`src/rtl/uart_frame_pkg.sv`:
```
// Shared types and constants for the UART command-frame assembler.
//   frm_state_t       : frame FSM states.
//   SYNC_BYTE_DEFAULT : default frame start marker.
//   TIMEOUT_DEFAULT   : default inter-byte gap limit in clk cycles
//                       (3 byte-times at 19200 baud with a 50 MHz clock).
//   frm_csum()        : frame checksum over the two command bytes.
package uart_frame_pkg;

    typedef enum logic [1:0] {
        IDLE = 2'd0,
        HIGH = 2'd1,
        LOW  = 2'd2,
        CSUM = 2'd3
    } frm_state_t;

    localparam logic [7:0] SYNC_BYTE_DEFAULT = 8'hAA;
    localparam int         TIMEOUT_DEFAULT   = 78120;

    function automatic logic [7:0] frm_csum(input logic [7:0] hi, input logic [7:0] lo);
        return hi ^ lo;
    endfunction

endpackage

```
`src/rtl/uart_gap_tmr.sv`:
```
// Inter-byte gap timer for the frame assembler.
//   clk, rst : clock, synchronous active-high reset.
//   run      : frame in progress; the counter is held at 0 while low.
//   kick     : byte accepted this cycle; clears the counter.
//   expired  : single-cycle flag, counter at TIMEOUT-1 with no kick.
module uart_gap_tmr
    import uart_frame_pkg::*;
#(
    parameter int TIMEOUT = TIMEOUT_DEFAULT
) (
    input  logic clk,
    input  logic rst,
    input  logic run,
    input  logic kick,
    output logic expired
);

    localparam int             CW   = $clog2(TIMEOUT);
    localparam logic [CW-1:0]  LAST = CW'(TIMEOUT - 1);

    logic [CW-1:0] cnt_q, cnt_d;

    always_comb begin
        // A byte in the same cycle beats the timeout.
        expired = run && !kick && (cnt_q == LAST);
        cnt_d   = cnt_q + CW'(1);
        // Clearing on expiry keeps the counter from wrapping while the
        // FSM is returning to IDLE.
        if (!run || kick || expired) begin
            cnt_d = '0;
        end
    end

    always_ff @(posedge clk) begin
        if (rst) begin
            cnt_q <= '0;
        end else begin
            cnt_q <= cnt_d;
        end
    end

endmodule

```
`src/rtl/uart_frame_rcv.sv`:
```
// Command-frame assembler downstream of the UART receiver.
// Frame: SYNC_BYTE, cmd high, cmd low, checksum (high ^ low).
//   clk, rst    : clock, synchronous active-high reset.
//   rx_rdy      : receiver holds a byte in rx_data.
//   rx_data     : received byte.
//   clr_rx_rdy  : consume strobe back to the receiver (combinational).
//   cmd         : last valid command {high, low}.
//   cmd_rdy     : sticky new-command flag, cleared by clr_cmd_rdy.
//   clr_cmd_rdy : consumer acknowledge.
//   frm_err     : one-cycle pulse per dropped frame.
//   err_cnt     : saturating dropped-frame count.
module uart_frame_rcv
    import uart_frame_pkg::*;
#(
    parameter logic [7:0] SYNC_BYTE = SYNC_BYTE_DEFAULT,
    parameter int         TIMEOUT   = TIMEOUT_DEFAULT
) (
    input  logic        clk,
    input  logic        rst,
    input  logic        rx_rdy,
    input  logic [7:0]  rx_data,
    output logic        clr_rx_rdy,
    output logic [15:0] cmd,
    output logic        cmd_rdy,
    input  logic        clr_cmd_rdy,
    output logic        frm_err,
    output logic [7:0]  err_cnt
);

    frm_state_t  state_q, state_d;
    logic [7:0]  hi_q, hi_d;
    logic [7:0]  lo_q, lo_d;
    logic [15:0] cmd_q, cmd_d;
    logic        cmd_rdy_q, cmd_rdy_d;
    logic        frm_err_q, frm_err_d;
    logic [7:0]  err_cnt_q, err_cnt_d;
    logic        expired;
    logic        drop;

    // Every offered byte is taken immediately, even in reset, so the
    // receiver never presents the same byte twice.
    assign clr_rx_rdy = rx_rdy;

    uart_gap_tmr #(.TIMEOUT(TIMEOUT)) u_gap_tmr (
        .clk     (clk),
        .rst     (rst),
        .run     (state_q != IDLE),
        .kick    (rx_rdy),
        .expired (expired)
    );

    always_comb begin
        state_d   = state_q;
        hi_d      = hi_q;
        lo_d      = lo_q;
        cmd_d     = cmd_q;
        cmd_rdy_d = cmd_rdy_q;
        drop      = 1'b0;

        // Acknowledge first so a same-cycle valid frame re-sets the flag.
        if (clr_cmd_rdy) begin
            cmd_rdy_d = 1'b0;
        end

        if (rx_rdy) begin
            unique case (state_q)
                IDLE: if (rx_data == SYNC_BYTE) state_d = HIGH;
                HIGH: begin
                    hi_d    = rx_data;
                    state_d = LOW;
                end
                LOW: begin
                    lo_d    = rx_data;
                    state_d = CSUM;
                end
                CSUM: begin
                    state_d = IDLE;
                    if (rx_data == frm_csum(hi_q, lo_q)) begin
                        cmd_d     = {hi_q, lo_q};
                        cmd_rdy_d = 1'b1;
                    end else begin
                        drop = 1'b1;
                    end
                end
                default: state_d = IDLE;
            endcase
        end else if (expired) begin
            state_d = IDLE;
            drop    = 1'b1;
        end

        frm_err_d = drop;
        err_cnt_d = err_cnt_q;
        if (drop && (err_cnt_q != 8'hFF)) begin
            err_cnt_d = err_cnt_q + 8'd1;
        end
    end

    always_ff @(posedge clk) begin
        if (rst) begin
            state_q   <= IDLE;
            hi_q      <= '0;
            lo_q      <= '0;
            cmd_q     <= '0;
            cmd_rdy_q <= 1'b0;
            frm_err_q <= 1'b0;
            err_cnt_q <= '0;
        end else begin
            state_q   <= state_d;
            hi_q      <= hi_d;
            lo_q      <= lo_d;
            cmd_q     <= cmd_d;
            cmd_rdy_q <= cmd_rdy_d;
            frm_err_q <= frm_err_d;
            err_cnt_q <= err_cnt_d;
        end
    end

    assign cmd     = cmd_q;
    assign cmd_rdy = cmd_rdy_q;
    assign frm_err = frm_err_q;
    assign err_cnt = err_cnt_q;

endmodule

```
`config.mk`:
```
export PLATFORM = sky130hd
export DESIGN_NAME = uart_frame_rcv
export DESIGN_NICKNAME = d
export VERILOG_FILES = /design/src/rtl/uart_frame_pkg.sv /design/src/rtl/uart_gap_tmr.sv /design/src/rtl/uart_frame_rcv.sv
export SDC_FILE = /design/constraint.sdc
export NUM_CORES = 1
export LEC_CHECK = 0
export ABC_AREA = 1
export CELL_PAD_IN_SITES_DETAIL_PLACEMENT = 1
export CELL_PAD_IN_SITES_GLOBAL_PLACEMENT = 1
export CORE_MARGIN = 1.5
export CORE_UTILIZATION = 30
export CTS_CLUSTER_DIAMETER = 30
export DETAILED_ROUTE_END_ITERATION = 16
export PLACE_DENSITY = 0.62
export SLEW_MARGIN = 0
export SYNTH_ARGS = -nofsm -noshare
export SYNTH_HDL_FRONTEND = slang
export SYNTH_HIERARCHICAL = 1
export SYNTH_SLANG_ARGS = --single-unit
```
`constraint.sdc`:
```
create_clock -name clk -period 1.9 [get_ports clk]
set_input_delay 0.57 -clock clk [delete_from_list [all_inputs] [get_ports clk]]
set_output_delay 0.57 -clock clk [all_outputs]
set_load 0.01 [all_outputs]
```
; ---- Yosys cells after proc, flatten, opt, wreduce, memory -nomap -nowiden
; Index checks and enable logic that the tools add are counted.
; W data, S select, Z words.
[word_totals]
regBits = 61
inputBits = 12
[op_classes]
bitwise = 1
eq_ne = 8
addsub = 2
mux = 12
n_reduce_logical = 15
[ops]
columns = op, n
row1 = $add A17 B1 Y17 const B, 1
row2 = $eq A17 B17 Y1 const B, 1
row3 = $add A8 B1 Y8 const B, 1
row4 = $eq A8 B8 Y1, 1
row5 = $eq A8 B8 Y1 const B, 1
row6 = $mux W1, 8
row7 = $ne A8 B8 Y1 const B, 1
row8 = $pmux W2 S4, 1
row9 = $xor A8 B8 Y8, 1
row10 = $mux W2, 3
row11 = $reduce_and A2 Y1, 3
row12 = $eq A2 B2 Y1 const B, 2
row13 = $reduce_bool A2 Y1, 2
row14 = $logic_and A1 B1 Y1, 3
row15 = $ne A3 B3 Y1 const B, 1
row16 = $reduce_and A3 Y1, 1
row17 = $eq A2 B1 Y1 const B, 1
row18 = $logic_not A1 Y1, 2
row19 = $logic_not A2 Y1, 1
row20 = $logic_or A1 B1 Y1, 2
row21 = $reduce_or A2 Y1, 1

; ---- Logic depth before layout (Yosys ltp)
[logic_depth]
ltp_word = 6
depth_mapped = 14
mapped_depth_nobuf = 13

; ---- Cells and area by module
; Netlist, hierarchy kept.
[modules_own_cells]
columns = module, instances, area_each_um2, seq_area_each_um2, cells_per_inst
row1 = uart_frame_rcv, 1, 2088.3, 880.8, 295
row2 = uart_gap_tmr, 1, 883.3, 340.3, 132

; ---- Least setup slack after synthesis
; Ideal clock, no wire load.
[synth_timing]
path_type = in2reg
startpoint = input port rx_data[6]
endpoint = register err_cnt_q[0], in the netlist err_cnt[0]
setup_ns = 0.115
setup_slack_ns = 0.346
path_buffers = 1
path_stages = 13
arrival_ns = 1.439
path_cell_list = inv_2 -> nand2_1 -> nand2_1 -> nand2_1 -> nand2_1 -> nand2_1 -> nor2_2 -> nand2_1 -> nand2_2 -> nand2_2 -> buf_6 -> a21oi_1 -> nor2_1
[synth_via]
elab_chain_len = 5
[synth_lines]
columns = element, line
row1 = from (decl), uart_frame_rcv.sv:21  ; input logic [7:0] rx_data,
row2 = $eq A8 B8 Y1, uart_frame_rcv.sv:78  ; if (rx_data == frm_csum(hi_q, lo_q)) begin
row3 = $mux W1, uart_frame_rcv.sv:78
row4 = $mux W1, uart_frame_rcv.sv:66  ; unique case (state_q)
row5 = $mux W1, uart_frame_rcv.sv:65  ; if (rx_rdy) begin
row6 = $logic_and A1 B1 Y1, uart_frame_rcv.sv:94  ; if (drop && (err_cnt_q != 8'hFF)) begin
row7 = to (signal assigned), uart_frame_rcv.sv:115  ; err_cnt_q <= err_cnt_d;
row8 = to (decl), uart_frame_rcv.sv:36  ; logic [7:0] err_cnt_q, err_cnt_d;
; Every way passes these cells.
; A chain may end at the register's enable or synchronous reset.

; ---- Final worst setup path
[layout_timing]
startpoint = register err_cnt_q[0], in the netlist err_cnt[0]
endpoint = output port err_cnt[0]
[layout_lines]
columns = element, line
row1 = to (decl), uart_frame_rcv.sv:27  ; output logic [7:0] err_cnt
; No word-level cell between the ends.

==> impl_metrics.ini <==
[run_status]
run_status = completed

[grt]
grt_max_degree = 35
grt_usage = 0.1700
grt_pass1_wl_mm = 13.99
grt_pass1_vias = 2955
antenna_found_initial = 0
grt_overflow = 0

[worst_setup_path]
crit_path_max_incr_delay_ns = 0.55
rr_endpoint = err_cnt[3]$_SDFFE_PP0P_
r2r_slack_ns = 0.28
reg2reg_depth = 11
cp_top_family = buffers and inverters
crit_arrival_ns = 1.28
crit_cells = 1
critPathBufInv = 1
cp-startpoint = err_cnt[0]$_SDFFE_PP0P_
cp-endpoint = err_cnt[0]
rr_startpoint = u_gap_tmr/cnt_q[0]$_SDFF_PP0_
start_kind = flip-flop
critPathSlowestCell = clkdlybuf4s50_1
crit_type = reg2out
path_max_fanout = 5
path_cells = clkdlybuf4s50_1
required_ns = 1.33
endpoint_kind = primary output

[timing]
setup_tns_ns = 0
slew_viol_final = 0
hold_violations = 0
relSlewSlack = 0.7493
skew_ns = 0.01185
fin_crit_sh = 0.9717
tightest_slew_ns = 0.3721
fmax_ghz = 0.5417
setup_viol = 0
rsz0062_at_grt = false
fin_crit_ns = 1.846

[clock_tree]
cts_buffers = 9
clock-sinks = 61
clk_latency_ns = 0.35
clkTransAtPathRegs_ns = 0.07
clock_path_buffers = 2
ctsHtreeMaxLevel = 3
cts_tree = done
cts-root-buf = clkbuf_8
cts_hold_buffers = 0

[yosys]
synth.net_count = 446
synth_warnings = 6
synth.cell_area_mm2 = 0.002972
ys_seq_area_frac = 0.4109
avgSynthCellArea_um2 = 6.959
synth_cell_type_count = 24
ys_ff_latch = 61
synthCells = 427

[layout]
area.growth.synth_to_final_pct = 34.06
multi_input_area_mm2 = 0.001449
ff_latch_area_mm2 = 0.001230
final_area_mm2 = 0.003984
utilization = 0.4114
n_fill_cell = 1240
diodes = 0
final_nets = 512
drive_gt1_frac = 0.1446

[floorplan]
die_x_um = 102.5
die_h_um = 102.5
rows = 36
io_pins = 39
start_util = 0.3068
fp.coreArea_mm2 = 0.009684
die_area_mm2 = 0.01051

[detailed_routing]
dr_total_vias = 2864
drc_errors = 0
first_iter_violations = 59
wl_per_cell_um = 12.81
viasPerCell = 4.539
first_pass_iters = 4
wl_mm = 8.081
antenna_left = 0

[hold_path]
min_path_type = reg2reg

[pwr]
p_per_area_mw_per_mm2 = 703.0
peakVddDrop_v = 0.0003701
cellLeakagePower_nw = 1.659
finalPower_mw = 2.801

[placed_design]
gp_congestion = 0.7699
placed_area_mm2 = 0.003697
io_buffers = 38
hpwl_mm = 6.138

[run]
maxCapViolCount = 0
-- layer usage --
| metal | track usage | vias to the layer above | routed length [um] |
|---|---|---|---|
| met5 | 0 | - | 0 |
| met4 | 0.05374 | 0 | 109 |
| met3 | 0.03797 | 9 | 200 |
| met2 | 0.2817 | 24 | 3773 |
| met1 | 0.2206 | 1348 | 3997 |
| li1 | - | 1483 | - |
-- per-stage QoR --
| stage | setup slack [ns] | instances | hold slack, ns |
|---|---|---|---|
| 2_1_floorplan | 0.3462 | 427 | 0.4286 |
| 3_3_place_gp | -0.3287 | 614 | 0.4304 |
| 3_5_place_dp | -0.4445 | 614 | 0.4398 |
| 4_1_cts | 0.001238 | 630 | 0.4502 |
| 5_1_grt | 0.004640 | 631 | 0.4631 |
| 6_report | 0.05386 | 631 | 0.4466 |
-- how the worst min path moves through the flow --
stage,startpoint,to,slack [ns],cells after the start
floorplan,u_gap_tmr/cnt_q[0]$_SDFF_PP0_,u_gap_tmr/cnt_q[0]$_SDFF_PP0_,0.43,1
global placement,cmd[15]$_SDFFE_PP0P_,cmd[15]$_SDFFE_PP0P_,0.43,2
detailed placement,cmd[11]$_SDFFE_PP0P_,cmd[11]$_SDFFE_PP0P_,0.44,2
CTS,cmd[12]$_SDFFE_PP0P_,cmd[12]$_SDFFE_PP0P_,0.45,2
global route,cmd[14]$_SDFFE_PP0P_,cmd[14]$_SDFFE_PP0P_,0.46,2
finish,cmd[12]$_SDFFE_PP0P_,cmd[12]$_SDFFE_PP0P_,0.45,2
-- cell families after synthesis --
logic type / after synthesis / share of synthesized area
AND/OR/NAND/NOR: 179 / 0.2623
AO/OA/AOI/OAI: 88 / 0.1512
buffers and inverters: 79 / 0.1078
flip-flops: 61 / 0.4109
XOR/XNOR: 13 / 0.03832
adder cells (fa/ha/maj): 7 / 0.02947
-- cell type report --
cell class	count	share of cell area
Clock buffer	13	0.04491
Multi-Input combinational cell	288	0.3637
Tap cell	133	0.04177
Inverter	67	0.06313
Timing Repair Buffer	66	0.1614
Clock inverter	3	0.01633
Sequential cell	61	0.3087
-- power breakdown --
group | total, mW | internal (mW) | switching (mW) | leakage, nW
Combinational | 0.116 | 0.0560 | 0.0597 | 1.04
Clock | 1.41 | 0.880 | 0.527 | 0.126
Sequential | 1.28 | 1.28 | 0.000670 | 0.494
-- repair_timing --
item | CTS | global route
endpoints found under the setup margin | 13 | 29
cloned | 0 | 1
pin swaps | 0 | 3
resized for setup | 11 | 15
setup buffers | 0 | 0
-- worst register-to-register path: stages (launching register included) --
cell     delay (ns)
dfxtp_1        0.37
ha_1           0.20
nand3_1        0.08
nor2_1         0.09
nand2_1        0.10
nor2_1         0.10
inv_1          0.05
nor2_2         0.11
inv_2          0.08
nand2_4        0.11
nand3_1        0.10
a21oi_1        0.17
-- synth_stat cells, drive strengths merged --
master / instances / share of area
a21oi: 51 / 0.086
buf: 5 / 0.013
clkbuf: 7 / 0.0097
dfxtp: 61 / 0.41
ha: 7 / 0.029
inv: 67 / 0.085
nand2: 99 / 0.13
nand3: 28 / 0.056
nand3b: 2 / 0.0051
nand4: 6 / 0.013
nor2: 44 / 0.060
o211ai: 1 / 0.0025
o21ai: 35 / 0.059
o21bai: 1 / 0.0038
xnor2: 4 / 0.012
xor2: 9 / 0.027
-- flip-flops by register name, summed over array words and instances, names as in the netlist --
name             flops
frm_err              1
lo_q                 8
cmd                 16
hi_q                 8
state_q              2
err_cnt              8
cmd_rdy              1
u_gap_tmr/cnt_q     17
-- cell usage in the layout, fill, tap and decap left out, drive strengths merged, types with 9 or more instances in the layout --
| master | Yosys | routed |
|---|---|---|
| clkdlybuf4s50 | 0 | 26 |
| nand2 | 99 | 100 |
| dfxtp | 61 | 61 |
| clkbuf | 7 | 13 |
| dlymetal6s2s | 0 | 9 |
| nor2 | 44 | 44 |
| o21ai | 35 | 35 |
| nand3 | 28 | 28 |
| a21oi | 51 | 51 |
| xor2 | 9 | 9 |
| buf | 5 | 29 |
| inv | 67 | 67 |
Note: power is estimated with default switching activity, not from simulation.
==> RTL edit (config.mk and constraints unchanged) <==
The package constant `TIMEOUT_DEFAULT` goes from 78120 to 156240.
--- a/src/rtl/uart_frame_pkg.sv
+++ b/src/rtl/uart_frame_pkg.sv
@@ -14,7 +14,7 @@
     } frm_state_t;
 
     localparam logic [7:0] SYNC_BYTE_DEFAULT = 8'hAA;
-    localparam int         TIMEOUT_DEFAULT   = 78120;
+    localparam int         TIMEOUT_DEFAULT   = 156240;
 
     function automatic logic [7:0] frm_csum(input logic [7:0] hi, input logic [7:0] lo);
         return hi ^ lo;
Check against the original RTL: no difference found for any inputs over 10 cycles, from zero or initial values and one cycle with rst high; that may be too few to reach the edited logic, so the function may still have changed.
==> RTL edit against the original RTL <==
Routed wire length fell by 4.1%; sequential cell count rose by 1; cell area rose by 1.3%; area after synthesis rose by 2.0%; worst setup slack got worse by 12 ps; utilization rose by 0.13 points; total power fell by 6.2%; critical endpoint is now clr_rx_rdy; largest cell class unchanged.
==> RTL edit: results (changes against the original RTL) <==
| Metric | Value |
|---|---|
| Share of cells above drive strength 1 | 0.138 (was 0.145) |
| Grt met1 use | 0.212 (was 0.221) |
| Met2 wire length | 3440 um (was 3770 um) |
| CP peak stage delay | 470 ps (was 550 ps) |
| Sw power | 0.592 mW (was 0.587 mW) |
| Run status | finished clean (unchanged) |
| Synth area leaders | dfxtp_1 (41%), nand2_1 (11%), inv_1 (7.8%), a21oi_1 (7.6%), nor2_1 (6.2%) (was dfxtp_1 (41%), nand2_1 (12%), a21oi_1 (8.6%), inv_1 (8.1%), o21ai_0 (5.1%)) |
| Combinational Power Share | 0.045 (was 0.041) |
| Signal buffers | 67 (was 66) |
| #MultiIn Comb | 295 (was 288) |
| Area of the multi-input gates | 1500 um2 (was 1450 um2) |
| Met3 usage | 0.0308 (was 0.0380) |
| Tcrit/Tclk final | 0.978 (was 0.972) |
| Crit path to | clr_rx_rdy (was err_cnt[0]) |
| Worst r2r src | u_gap_tmr/cnt_q[1]$_SDFF_PP0_ (was u_gap_tmr/cnt_q[0]$_SDFF_PP0_) |
| Hold Startpoint | cmd[13]$_SDFFE_PP0P_ (was cmd[12]$_SDFFE_PP0P_) |
| Final wirelength | 7750 um (was 8080 um) |
| Worst slew pin tran | 255 ps (was 372 ps) |
| Metal-1 WL | 3970 um (was 4000 um) |
| Post-synth cell types | 27 (was 24) |
| Non-clk buf share | 0.167 (was 0.161) |
| Dpl ws | -410 ps (was -445 ps) |
| Pin count of the biggest net entering global routing | 33 (was 35) |
| Max FFs per register | 18 (was 17) |
| Hold worst-path end | cmd[13]$_SDFFE_PP0P_ (was cmd[12]$_SDFFE_PP0P_) |
| Filler cells | 1255 (was 1240) |
| Hold slack | 445 ps (was 447 ps) |
| Inverters | 66 (was 67) |
| First-pass GRT wire length | 13400 um (was 14000 um) |
| Initial drt markers | 63 (was 59) |
| Worst flop-to-flop path endpoint | err_cnt[2]$_SDFFE_PP0P_ (was err_cnt[3]$_SDFFE_PP0P_) |
| Total track usage | 0.154 (was 0.170) |
| Dpl hpwl | 5820 um (was 6140 um) |
| Pleak | 1.65 nW (was 1.66 nW) |
| Routability Congestion | 0.801 (was 0.770) |
| Reg2Reg Setup Slack | 190 ps (was 280 ps) |
| Via/cell ratio | 4.55 (was 4.54) |
| Final nets | 520 (was 512) |
| Vias in the first global route | 2844 (was 2955) |
| Clk sinks | 62 (was 61) |
| Final Skew | 12.0 ps (was 11.8 ps) |
| Reg2Reg Depth | 12 (was 11) |
## RTL edit: stage by stage
| stage | power (mW) | util | area, um2 | setup TNS [ps] |
|---|---|---|---|---|
| after floorplan | 1.38 | - | 3030 | 0 |
| after detailed placement | 1.45 | 0.386 | 3780 | -8590 |
| final | 2.63 | 0.413 | 4030 | 0 |
| after CTS | 2.67 | 0.408 | 3990 | 0 |
| after global placement | 1.45 | 0.386 | 3780 | -7060 |
| after global routing | 2.74 | 0.413 | 4030 | -0.943 |
## RTL edit: cells by family after synthesis
family | share of synthesized area
fa+ha+maj | 0.0289
simple gates | 0.275
compound gates | 0.135
buf+inv | 0.104
flops | 0.410
xor+xnor | 0.0462
## RTL edit: what timing repair did
item | in CTS | in global routing
resized for setup | 7 | 17
setup buffers | 0 | 0
pin swaps | 0 | 4
endpoints found under the setup margin | 11 | 28
hold buffers | 0 | 0
cloned | 0 | 1
